$ cat config.mk
export PLATFORM = sky130hd
export DESIGN_NAME = seq_shift_add_multiplier
export DESIGN_NICKNAME = d
export VERILOG_FILES = /design/src/rtl/mult_pkg.sv /design/src/rtl/ripple_carry_adder.sv /design/src/rtl/seq_shift_add_multiplier.sv
export SDC_FILE = /design/constraint.sdc
export NUM_CORES = 1
export LEC_CHECK = 0
export BUFFER_PORTS_ARGS = -buffer_cell sky130_fd_sc_hd__buf_2
export CORE_MARGIN = 10
export CORE_UTILIZATION = 62
export DETAILED_ROUTE_END_ITERATION = 10
export GPL_ROUTABILITY_DRIVEN = 1
export PLACE_DENSITY_LB_ADDON = 0.3
export SYNTH_ARGS = -nofsm -noshare
export SYNTH_HDL_FRONTEND = slang
export SYNTH_SLANG_ARGS = --single-unit
$ cat constraint.sdc
create_clock -name clk -period 7.7 [get_ports clk]
set_input_delay 1.54 -clock clk [delete_from_list [all_inputs] [get_ports clk]]
set_output_delay 1.54 -clock clk [all_outputs]
set_load 0.005 [all_outputs]
$ cat src/rtl/mult_pkg.sv
// Shared types and constants for the sequential multiplier.
// Holds the FSM state enumeration and the default operand width.
package mult_pkg;

  localparam int DEF_WIDTH = 8;

  typedef enum logic [1:0] {
    IDLE = 2'd0,
    CALC = 2'd1,
    DONE = 2'd2
  } mult_state_e;

endpackage

$ cat src/rtl/ripple_carry_adder.sv
// WIDTH-bit ripple-carry adder chained from full-adder cells.
// Ports: x, y, ci in; sum, co out.
module full_adder_cell (
  input  logic x,
  input  logic y,
  input  logic ci,
  output logic s,
  output logic co
);

  assign s  = x ^ y ^ ci;
  assign co = (x & y) | (ci & (x ^ y));

endmodule

module ripple_carry_adder #(
  parameter int WIDTH = 8
) (
  input  logic [WIDTH-1:0] x,
  input  logic [WIDTH-1:0] y,
  input  logic             ci,
  output logic [WIDTH-1:0] sum,
  output logic             co
);

  logic [WIDTH:0] carry;

  assign carry[0] = ci;
  assign co       = carry[WIDTH];

  for (genvar i = 0; i < WIDTH; i++) begin : g_fa
    full_adder_cell u_fa (
      .x  (x[i]),
      .y  (y[i]),
      .ci (carry[i]),
      .s  (sum[i]),
      .co (carry[i+1])
    );
  end

endmodule

$ cat src/rtl/seq_shift_add_multiplier.sv
// Sequential shift-add multiplier, one iteration per cycle.
// Ports: clk, rst_n, start, a, b, signed_mode in; busy, done, product out.
module seq_shift_add_multiplier
  import mult_pkg::*;
#(
  parameter int WIDTH = DEF_WIDTH
) (
  input  logic               clk,
  input  logic               rst_n,
  input  logic               start,
  input  logic [WIDTH-1:0]   a,
  input  logic [WIDTH-1:0]   b,
  input  logic               signed_mode,
  output logic               busy,
  output logic               done,
  output logic [2*WIDTH-1:0] product
);

  localparam int CW = (WIDTH > 1) ? $clog2(WIDTH) : 1;
  localparam logic [CW-1:0] LAST = CW'(WIDTH - 1);

  mult_state_e        state;
  logic [WIDTH-1:0]   mcand;
  logic [WIDTH-1:0]   mplier;
  logic [2*WIDTH-1:0] acc;
  logic [CW-1:0]      cnt;
  logic               neg;

  logic [WIDTH-1:0]   add_sum;
  logic               add_co;
  logic [WIDTH:0]     hi_next;
  logic [2*WIDTH-1:0] acc_next;

  // Magnitude of an operand; the most-negative value maps to
  // 2^(WIDTH-1), which still fits in WIDTH unsigned bits.
  function automatic logic [WIDTH-1:0] mag(
    input logic [WIDTH-1:0] v,
    input logic             sm
  );
    return (sm && v[WIDTH-1]) ? -v : v;
  endfunction

  ripple_carry_adder #(
    .WIDTH (WIDTH)
  ) u_add (
    .x   (acc[2*WIDTH-1:WIDTH]),
    .y   (mcand),
    .ci  (1'b0),
    .sum (add_sum),
    .co  (add_co)
  );

  always_comb begin
    hi_next  = mplier[0] ? {add_co, add_sum}
                         : {1'b0, acc[2*WIDTH-1:WIDTH]};
    acc_next = {hi_next, acc[WIDTH-1:1]};
  end

  always_ff @(posedge clk or negedge rst_n) begin
    if (!rst_n) begin
      state   <= IDLE;
      mcand   <= '0;
      mplier  <= '0;
      acc     <= '0;
      cnt     <= '0;
      neg     <= 1'b0;
      busy    <= 1'b0;
      done    <= 1'b0;
      product <= '0;
    end else begin
      unique case (state)
        IDLE: begin
          done <= 1'b0;
          if (start) begin
            mcand  <= mag(a, signed_mode);
            mplier <= mag(b, signed_mode);
            neg    <= signed_mode & (a[WIDTH-1] ^ b[WIDTH-1]);
            acc    <= '0;
            cnt    <= '0;
            busy   <= 1'b1;
            state  <= CALC;
          end
        end
        CALC: begin
          acc    <= acc_next;
          mplier <= mplier >> 1;
          cnt    <= cnt + CW'(1);
          if (cnt == LAST) begin
            product <= neg ? -acc_next : acc_next;
            busy    <= 1'b0;
            done    <= 1'b1;
            state   <= DONE;
          end
        end
        DONE: begin
          done  <= 1'b0;
          state <= IDLE;
        end
        default: begin
          busy  <= 1'b0;
          done  <= 1'b0;
          state <= IDLE;
        end
      endcase
    end
  end

endmodule

==> impl_metrics.json, run 1 <==
{
  "run_status": "completed",
  "num-fill-cells": 377,
  "crit_cells": 15,
  "drive_gt1_share_pct": 14.6,
  "grt_use_total_pct": 14.6,
  "cp-start-kind": "register",
  "fp.dieW_um": 89.8,
  "endpoint": "product[15]$_DFFE_PN0P_",
  "synth_edf_count": 0,
  "slowest_delay_ps": 430,
  "ys_seq_elements": 55,
  "grt_antenna_before_repair": 0,
  "ys_top_cells_by_area": "dfrtp_1 (46%), o21ai_0 (6.3%), nand2_1 (5.8%)",
  "fin_skew_ps": 8.10,
  "hold_depth": 2,
  "antennaDiodeCount": 0,
  "grt_max_degree": 56,
  "relSlewSlack_pct": 34.7,
  "die_height_um": 89.8,
  "finalHoldViolCount": 0,
  "syn-instance-count": 323,
  "yosysSeqAreaShare_pct": 45.6,
  "slew_viol_final": 0,
  "min_path_type": "register to register",
  "drtIter0Drc": 131,
  "nets": 387,
  "dpl.hpwl_um": 4140,
  "path_class": "register to register",
  "path_clk_slew_ps": 90,
  "yosysTopAreaCell": "dfrtp_1",
  "p_per_area_nw_per_um2": 432,
  "regToRegSetupSlack_ps": 3730,
  "num_vias": 2257,
  "cts_setup_buffers": 0,
  "ctsLongestPathBuffers": 2,
  "ys_types": 42,
  "vdd_drop_max_mv": 0.182,
  "regArea_um2": 1380,
  "clockRootBuffer": "clkbuf_8",
  "setup_violations": 0,
  "path_delay_family": "adder cells",
  "r2r_end": "product[15]$_DFFE_PN0P_",
  "clock-sinks": 55,
  "cp-startpoint": "acc[8]$_DFFE_PN0P_",
  "numPortBuffers": 37,
  "pwr-share-seq_pct": 39.2,
  "maxClockFrequency_ghz": 0.252,
  "postCtsHoldBufs": 0,
  "placed_area_um2": 3240,
  "maxCapViolations": 0,
  "ant_nets": 0,
  "cp.required_ps": 7860,
  "cpMostUsedCell": "fa_1",
  "fin_crit_sh_pct": 51.6,
  "grt-ovfl-total": 0,
  "power.share.clock_pct": 10.5,
  "num_rows": 25,
  "wirelength_um": 5630,
  "worst_pin_slew_ps": 979,
  "first_pass_iters": 5,
  "gp_congestion": 0.852,
  "fin_area_um2": 3320,
  "ff2ff_path_depth": 15,
  "synthArstFlopShare_pct": 100,
  "die-area_um2": 8060,
  "yosys_warnings": 0,
  "tns_ps": 0,
  "syn_area_per_cell_um2": 9.35,
  "via_per_inst": 5.35,
  "synth-main-ff-cell": "dfrtp_1",
  "cts_tree": "done",
  "post_cts_resized": 0,
  "syn_area_um2": 3020,
  "p_comb_share_pct": 50.2,
  "cts_buffers": 5,
  "syn_nets": 356,
  "htreeDepth": 2,
  "r2r-start": "acc[8]$_DFFE_PN0P_",
  "grt_pass1_wl_um": 10200,
  "critical_path_arrival_ps": 4140,
  "area.growth.synth_to_final_pct": 10.0,
  "cp_max_fo": 4,
  "slowest_stage": "fa_1",
  "coreArea_um2": 4720,
  "clkLatencyLatePin_ps": 310,
  "grt_pass1_vias": 2269,
  "min_period_ps": 3970,
  "power.internal_mw": 0.822,
  "start_util_pct": 63.9,
  "rsz0062_at_grt": "false",
  "ioPinCount": 38,
  "power.leakage_nw": 1.54,
  "power.switching_mw": 0.612,
  "worst_setup_path_end_kind": "register",
  "wl_per_cell_um": 13.3,
  "drc": 0,
  "yosysTopAreaCellShare_pct": 45.6,
  "multi_input_area_um2": 1480,
  "sw_frac_of_total_pct": 42.7,
  "critical_path.cell_chain": "ha_1 > inv_1 > fa_1 > fa_1 > fa_1 > fa_1 > fa_1 > inv_1 > fa_1 > fa_1 > inv_1 > a31oi_1 > o41ai_2 > xnor2_1 > o21ai_1",
  "crit_buf_inv": 3
}
-- worst register-to-register path: stages, from the launching register on --
cell     delay, ps
dfrtp_1        390
ha_1           160
inv_1           50
fa_1           370
fa_1           390
fa_1           390
fa_1           400
fa_1           360
inv_1           70
fa_1           180
fa_1           430
inv_1           60
a31oi_1         80
o41ai_2        280
xnor2_1        160
o21ai_1         70
-- placed cells by master (no fill, tap or decap), drive strengths merged, types with 6 or more instances in the layout --
cell type	count
a31oi	7
inv	26
clkbuf	7
xor2	8
xnor2	17
a21oi	11
nand2	47
ha	6
dfrtp	55
a22o	7
buf	39
nor3	12
fa	7
o21ai	40
nor2	20
-- routing by layer --
metal	wire length, um	track usage, %	up-vias
met2	2320	22.3	54
met1	2940	19.2	1027
met3	276	3.74	7
met5	0	0	-
met4	87	5.66	0
li1	-	-	1169
-- power groups by stage --
stage,clock [mW],combinational (mW),sequential [mW]
final,0.151,0.720,0.562
after global routing,0.170,0.829,0.587
after CTS,0.156,0.725,0.561
after detailed placement,0,0.723,0.566
after global placement,0,0.703,0.561
after floorplan,0,0.589,0.516
-- logic make-up (layout without fill, tap and decap cells) --
group | Yosys count | after routing | synth area share (%)
fa+ha+maj | 13 | 13 | 7.13
flops | 55 | 55 | 45.6
buf+inv | 41 | 73 | 5.43
mux | 7 | 7 | 2.40
compound gates | 86 | 86 | 17.9
xor+xnor | 25 | 25 | 7.25
simple gates | 96 | 96 | 14.3
-- registers in the layout, indices dropped and copies added, names as in the netlist --
name,cells
done,1
busy,1
product,16
cnt,3
mcand,8
acc,15
state,2
mplier,8
neg,1
-- worst min-delay path by stage --
stage                              endpoint                    start
floorplan             mplier[2]$_DFFE_PN0P_    mplier[2]$_DFFE_PN0P_
global placement     product[7]$_DFFE_PN0P_   product[7]$_DFFE_PN0P_
detailed placement   product[7]$_DFFE_PN0P_   product[7]$_DFFE_PN0P_
CTS                  product[7]$_DFFE_PN0P_   product[7]$_DFFE_PN0P_
global route        product[10]$_DFFE_PN0P_  product[10]$_DFFE_PN0P_
finish               product[7]$_DFFE_PN0P_   product[7]$_DFFE_PN0P_
-- final cells by class --
cell class              instances  share of cell area [%]
multi-input cells             227                    44.6
flip-flops and latches         55                    41.4
repair buffers                 39                    6.03
inverters                      26                    2.94
well taps                      67                    2.52
clock buffers                   7                    2.30
clock inverters                 1                   0.151
-- cells in the mapped netlist (7+ instances only) --
| master | n |
|---|---|
| xnor2_1 | 17 |
| clkbuf_1 | 11 |
| nor2_1 | 20 |
| fa_1 | 7 |
| nor3_1 | 12 |
| dfrtp_1 | 55 |
| a21oi_1 | 11 |
| o21ai_0 | 38 |
| nand2_1 | 47 |
| xor2_1 | 8 |
| inv_1 | 26 |
| a31oi_1 | 7 |
-- stage by stage --
stage          setup slack [ps]  hold slack [ps]  total power, mW  utilization, %  cells
3_5_place_dp               3760              453             1.29            68.6    414
4_1_cts                    3730              475             1.44            70.3    422
3_3_place_gp               3800              450             1.26            68.6    414
5_1_grt                    3520              515             1.58            70.3    422
2_1_floorplan              3960              450             1.10               -    323
6_report                   3730              474             1.43            70.3    422
No activity file was read; power rests on OpenSTA's default activity.
==> run 2: changes to the inputs <==
--- a/config.mk
+++ b/config.mk
@@ -5,9 +5,10 @@
 export SDC_FILE = /design/constraint.sdc
 export NUM_CORES = 1
 export LEC_CHECK = 0
+export ABC_AREA = 1
 export BUFFER_PORTS_ARGS = -buffer_cell sky130_fd_sc_hd__buf_2
 export CORE_MARGIN = 10
-export CORE_UTILIZATION = 62
+export CORE_UTILIZATION = 53
 export DETAILED_ROUTE_END_ITERATION = 10
 export GPL_ROUTABILITY_DRIVEN = 1
 export PLACE_DENSITY_LB_ADDON = 0.3
==> constraint.sdc (replaced) <==
create_clock -name clk -period 3.4 [get_ports clk]
set_input_delay 0.68 -clock clk [delete_from_list [all_inputs] [get_ports clk]]
set_output_delay 0.68 -clock clk [all_outputs]
set_load 0.005 [all_outputs]
==> impl_metrics.json, run 2 <==
{
  "ant_nets": 0,
  "critical_path_arrival_ps": 3910,
  "path_clk_slew_ps": 100,
  "violations": "setup timing",
  "clockRootBuffer": "clkbuf_8",
  "first_pass_iters": 4,
  "regMostFlops": "product",
  "antennaDiodeCount": 0,
  "ys_seq_elements": 55,
  "grt_pass1_wl_um": 11200,
  "path_delay_family": "adder cells",
  "setup_violations": 3,
  "yosysTopAreaCellShare_pct": 43.2,
  "layout_commonest_cell": "nand2_1",
  "synthAdderAreaFrac_pct": 6.75,
  "via_per_inst": 5.01,
  "slowest_stage": "fa_1",
  "yosysTopAreaCell": "dfrtp_1",
  "wirelength_um": 6480,
  "synthArstFlopShare_pct": 100,
  "fin_area_um2": 3600,
  "drive_gt1_share_pct": 26.8,
  "cts_buffers": 5,
  "drtIter0Drc": 74,
  "htreeDepth": 2,
  "slowest_delay_ps": 400,
  "finalHoldViolCount": 0,
  "tns_ps": -588,
  "met1_length_um": 3080,
  "top_layer_used": "met4",
  "syn_nets": 395,
  "num_rows": 28,
  "ctsLongestPathBuffers": 2,
  "dpl.hpwl_um": 4860,
  "power.internal_mw": 2.01,
  "fp.dieW_um": 97.5,
  "synth-compound-area-share_pct": 14.0,
  "yosysSeqAreaShare_pct": 43.2,
  "wl_met2_um": 3090,
  "numPortBuffers": 37,
  "ys_top_cells_by_area": "dfrtp_1 (43%), nand2_1 (8.7%), inv_1 (5.8%)",
  "grt_antenna_before_repair": 0,
  "cp-start-kind": "register",
  "maxCapViolations": 0,
  "power.leakage_nw": 1.80,
  "placed_area_um2": 3450,
  "pwr-share-seq_pct": 31.9,
  "power.switching_mw": 1.59,
  "worst_pin_slew_ps": 618,
  "yosys_warnings": 0,
  "ys_types": 33,
  "cp.required_ps": 3610,
  "fin_crit_sh_pct": 109,
  "area.growth.synth_to_final_pct": 13.0,
  "die-area_um2": 9510,
  "ioPinCount": 38,
  "cts_tree": "done",
  "worst_setup_path_end_kind": "register",
  "min_period_ps": 3700,
  "wl_met3_um": 245,
  "yosys.area_share.simple_pct": 22.5,
  "min_path_type": "input pin to async pin",
  "post-synth-top-count-cell": "nand2_1",
  "grt_pass1_vias": 2564,
  "cp_max_fo": 2,
  "path_class": "register to register",
  "num_vias": 2409,
  "p_per_area_nw_per_um2": 1000,
  "slew_viol_final": 0,
  "grt_use_total_pct": 13.7,
  "clkLatencyLatePin_ps": 310,
  "nets": 438,
  "clock-sinks": 55,
  "p_comb_share_pct": 53.9,
  "synth-main-ff-cell": "dfrtp_1",
  "synth_xor_xnor_area_share_pct": 4.40,
  "final_cell_mix": "nand2_1 (73), dfrtp_1 (55), inv_1 (46), buf_2 (37), o21ai_0 (25)",
  "synth_common_cells": "nand2_1 (74), dfrtp_1 (55), inv_1 (49), o21ai_0 (25), nand3_1 (17)",
  "grt_max_degree": 29,
  "rsz0062_at_grt": "true",
  "crit_buf_inv": 2,
  "synth_mux_area_share_pct": 0,
  "coreArea_um2": 5890,
  "syn-instance-count": 362,
  "gp_congestion": 0.846,
  "regArea_um2": 1380,
  "power.share.clock_pct": 14.2,
  "die_height_um": 97.5,
  "cpMostUsedCell": "fa_2",
  "num-fill-cells": 527,
  "relSlewSlack_pct": 58.8,
  "maxClockFrequency_ghz": 0.270,
  "fin_skew_ps": 12.7,
  "biggestRegsByFlops": "product (16), acc (15)",
  "critical_path.cell_chain": "ha_1 > inv_1 > fa_2 > fa_2 > fa_2 > fa_2 > fa_2 > inv_2 > fa_2 > fa_1 > nand2_1 > o21ai_2 > nor2_1 > nand2_1 > nand2_2 > nand3_1 > nand3_1 > nand2_1",
  "grt-ovfl-total": 0,
  "synth_top_family_by_area": "simple AND/OR/NAND/NOR gates",
  "vdd_drop_max_mv": 0.373,
  "postCtsHoldBufs": 0,
  "start_util_pct": 54.1,
  "drc": 0,
  "syn_area_um2": 3190,
  "synth_edf_count": 0,
  "layout_setup_ws_ps": -300,
  "multi_input_area_um2": 1540,
  "syn_area_per_cell_um2": 8.80,
  "largest_reg_flops": 16,
  "sw_frac_of_total_pct": 44.2,
  "run_status": "complete, but fails checks",
  "wl_per_cell_um": 13.5
}
run 2: changes by cell type in the layout (fill, tap and decap cells not counted), sizes merged, moves of 8 or more:
cell and change:
nand2 +44, inv +30, xnor2 -17, nand3 +16, o22ai +10, nor3 -9
xor2 +8
run 2: area by class of cell:
class	count	area share [%]
multi-input combinational	241	42.7
sequential	55	38.2
timing repair buffer	46	7.02
inverter	56	5.84
tap	75	2.61
clock buffer	6	2.01
clock inverter	2	1.67
run 2: logic make-up after synthesis:
| logic type | count (synthesis) |
|---|---|
| adders and majority gates | 13 |
| AOI/OAI and AO/OA | 73 |
| and+or+nand+nor | 139 |
| buffers and inverters | 66 |
| xor gates and xnor gates | 16 |
| DFF | 55 |
run 2: final timing paths:
path	slack (ps)	from	endpoint	depth (start not counted)
hold / removal	360	rst_n	product[3]$_DFFE_PN0P_	1
max in group asynchronous	2220	rst_n	acc[12]$_DFFE_PN0P_	2
min in group clk	480	product[12]$_DFFE_PN0P_	product[12]$_DFFE_PN0P_	2
hold reg to reg	480	product[12]$_DFFE_PN0P_	product[12]$_DFFE_PN0P_	2
setup reg to reg	-300	mcand[0]$_DFFE_PN0P_	product[15]$_DFFE_PN0P_	18
setup / recovery	-300	mcand[0]$_DFFE_PN0P_	product[15]$_DFFE_PN0P_	18
run 2: what timing repair did:
item / 4_1_cts / 5_1_grt
endpoints found under the hold margin: 0 / 0
gates cloned: 0 / 0
setup endpoints to repair: 5 / 5
buffers inserted: 0 / 1
pin swaps: 4 / 3
gates resized for setup: 4 / 2
run 2: layer usage:
metal | track usage, % | up-vias
li1 | - | 1252
met1 | 16.4 | 1111
met2 | 23.5 | 41
met3 | 3.20 | 5
met4 | 4.36 | 0
met5 | 0 | -
run 2: stage by stage:
stage	total power [mW]	utilization, %	cells	worst slack [ps]	hold slack, ps
CTS	3.62	61.0	480	-302	377
global placement	3.01	58.7	472	-239	460
global route	3.95	61.2	481	-460	403
detailed placement	3.09	58.7	472	-302	463
finish	3.61	61.2	481	-300	364
floorplan	2.63	-	362	-183	384
run 2: power groups by stage:
| stage | sequential (mW) | clock [mW] | combinational [mW] |
|---|---|---|---|
| floorplan | 1.11 | 0 | 1.52 |
| global placement | 1.15 | 0 | 1.86 |
| detailed placement | 1.16 | 0 | 1.93 |
| CTS | 1.15 | 0.523 | 1.95 |
| global route | 1.19 | 0.540 | 2.21 |
| finish | 1.15 | 0.512 | 1.94 |
==> run 3: changes to the inputs <==
--- a/config.mk
+++ b/config.mk
@@ -8,7 +8,7 @@
 export ABC_AREA = 1
 export BUFFER_PORTS_ARGS = -buffer_cell sky130_fd_sc_hd__buf_2
 export CORE_MARGIN = 10
-export CORE_UTILIZATION = 53
+export CORE_UTILIZATION = 63
 export DETAILED_ROUTE_END_ITERATION = 10
 export GPL_ROUTABILITY_DRIVEN = 1
 export PLACE_DENSITY_LB_ADDON = 0.3
==> constraint.sdc (replaced) <==
create_clock -name clk -period 4.7 [get_ports clk]
set_input_delay 0.94 -clock clk [delete_from_list [all_inputs] [get_ports clk]]
set_output_delay 0.94 -clock clk [all_outputs]
set_load 0.005 [all_outputs]
==> impl_metrics.json, run 3 (synthesized netlist as in run 2, its figures left out) <==
{
  "fin_crit_sh_pct": 84.2,
  "cts_tree": "done",
  "pwr-share-seq_pct": 34.3,
  "run_status": "completed",
  "hold_slack_ps": 479,
  "slew_viol_final": 0,
  "grt_pass1_wl_um": 10800,
  "ff2ff_path_depth": 18,
  "ioPinCount": 38,
  "grt-ovfl-total": 0,
  "cts_buffers": 5,
  "wirelength_um": 5910,
  "r2r_end": "product[15]$_DFFE_PN0P_",
  "cp_max_fo": 3,
  "die-area_um2": 8300,
  "cpMostUsedCell": "fa_1",
  "critical_path_arrival_ps": 4170,
  "maxCapViolations": 0,
  "setup_violations": 0,
  "wl_per_cell_um": 12.7,
  "area.growth.synth_to_final_pct": 9.27,
  "htreeDepth": 2,
  "final_cell_mix": "nand2_1 (74), dfrtp_1 (55), inv_1 (49), buf_2 (37), o21ai_0 (25)",
  "grt_use_total_pct": 15.2,
  "path_clk_slew_ps": 90,
  "regMostFlops": "product",
  "antennaDiodeCount": 0,
  "crit_buf_inv": 2,
  "ant_nets": 0,
  "worst_setup_path_end_kind": "register",
  "num_vias": 2423,
  "finalHoldViolCount": 0,
  "gp_congestion": 0.778,
  "fin_skew_ps": 7.33,
  "grt_max_degree": 56,
  "slowest_delay_ps": 430,
  "grt_pass1_vias": 2461,
  "largest_reg_flops": 16,
  "min_path_type": "register to register",
  "min_from": "product[10]$_DFFE_PN0P_",
  "drtIter0Drc": 123,
  "power.switching_mw": 1.10,
  "postCtsHoldBufs": 0,
  "cts_setup_buffers": 0,
  "p_per_area_nw_per_um2": 695,
  "cp-start-kind": "register",
  "die_height_um": 91.1,
  "holdPathEnd": "product[10]$_DFFE_PN0P_",
  "post_cts_resized": 0,
  "rsz0062_at_grt": "false",
  "hold_depth": 2,
  "ctsLongestPathBuffers": 2,
  "numPortBuffers": 37,
  "regToRegSetupSlack_ps": 740,
  "power.leakage_nw": 1.75,
  "layout_commonest_cell": "nand2_1",
  "min_period_ps": 3960,
  "via_per_inst": 5.21,
  "clkLatencyLatePin_ps": 310,
  "path_class": "register to register",
  "grt_antenna_before_repair": 0,
  "power.internal_mw": 1.32,
  "relSlewSlack_pct": 55.8,
  "maxClockFrequency_ghz": 0.253,
  "worst_pin_slew_ps": 663,
  "critical_path.cell_chain": "ha_1 > inv_1 > fa_1 > fa_1 > fa_1 > fa_1 > fa_1 > inv_1 > fa_1 > fa_1 > nand2_1 > o21ai_2 > nor2_1 > nand2_1 > nand2_1 > nand3_1 > nand3_1 > nand2_1",
  "path_delay_family": "adder cells",
  "drive_gt1_share_pct": 22.9,
  "coreArea_um2": 4820,
  "dpl.hpwl_um": 4380,
  "start_util_pct": 66.2,
  "slowest_stage": "dfrtp_1",
  "cp.required_ps": 4910,
  "first_pass_iters": 4,
  "r2r-start": "acc[8]$_DFFE_PN0P_",
  "clockRootBuffer": "clkbuf_8",
  "sw_frac_of_total_pct": 45.6,
  "power.share.clock_pct": 11.7,
  "vdd_drop_max_mv": 0.304,
  "biggestRegsByFlops": "product (16), acc (15)",
  "tns_ps": 0,
  "p_comb_share_pct": 54.0,
  "nets": 430,
  "clock-sinks": 55,
  "drc": 0,
  "fp.dieW_um": 91.1,
  "num_rows": 25
}
-- run 3: changes by cell type in the layout (fill, tap and decap cells not counted), sizes merged --
cell    before  now
bufinv       2    0
clkbuf       6    8
buf         46   38
-- run 3: worst max path at each step --
stage | start | endpoint | slack (ps) | cells past startpoint
after floorplan | acc[8]$_DFFE_PN0P_ | product[15]$_DFFE_PN0P_ | 980 | 18
after global placement | acc[8]$_DFFE_PN0P_ | product[15]$_DFFE_PN0P_ | 830 | 18
after detailed placement | acc[8]$_DFFE_PN0P_ | product[15]$_DFFE_PN0P_ | 780 | 18
after CTS | acc[8]$_DFFE_PN0P_ | product[15]$_DFFE_PN0P_ | 750 | 18
after global routing | acc[8]$_DFFE_PN0P_ | product[15]$_DFFE_PN0P_ | 390 | 18
final | acc[8]$_DFFE_PN0P_ | product[15]$_DFFE_PN0P_ | 740 | 18
-- run 3: area by class of cell --
class                           instances  area, um^2
Clock buffer                            8         100
Sequential cell                        55        1380
Fill cell                             397        1340
Multi-Input combinational cell        241        1520
Inverter                               56         210
Timing Repair Buffer                   38         193
Tap cell                               67        83.8
-- run 3: worst min-delay path: cells and delay by family, from the launching register on --
kind             cells  cell delay [ps]
DFF                  1              350
and+or+nand+nor      2              100
-- run 3: layer usage --
metal | wire (um) | GRT usage (%) | part of all wire [%] | vias up
li1 | - | - | - | 1236
met1 | 2800 | 18.6 | 47 | 1122
met2 | 2700 | 24.6 | 46 | 58
met3 | 300 | 4.20 | 5.1 | 7
met4 | 110 | 6.66 | 1.9 | 0
met5 | 0 | 0 | 0 | -
-- run 3: metrics by stage --
stage	setup slack (ps)	utilization [%]	instance area, um^2	power (mW)	instances
detailed placement	782	70.2	3380	2.15	457
global placement	832	70.2	3380	2.11	457
finish	744	72.3	3480	2.42	465
floorplan	983	-	3190	1.89	362
global route	391	72.3	3480	2.68	465
CTS	747	72.3	3480	2.44	465
-- run 3: power groups by stage --
| stage | clock network, mW | registers [mW] | logic (mW) |
|---|---|---|---|
| finish | 0.284 | 0.831 | 1.31 |
| global route | 0.309 | 0.865 | 1.51 |
| CTS | 0.288 | 0.831 | 1.32 |
| detailed placement | 0 | 0.841 | 1.31 |
| global placement | 0 | 0.832 | 1.27 |
| floorplan | 0 | 0.802 | 1.09 |
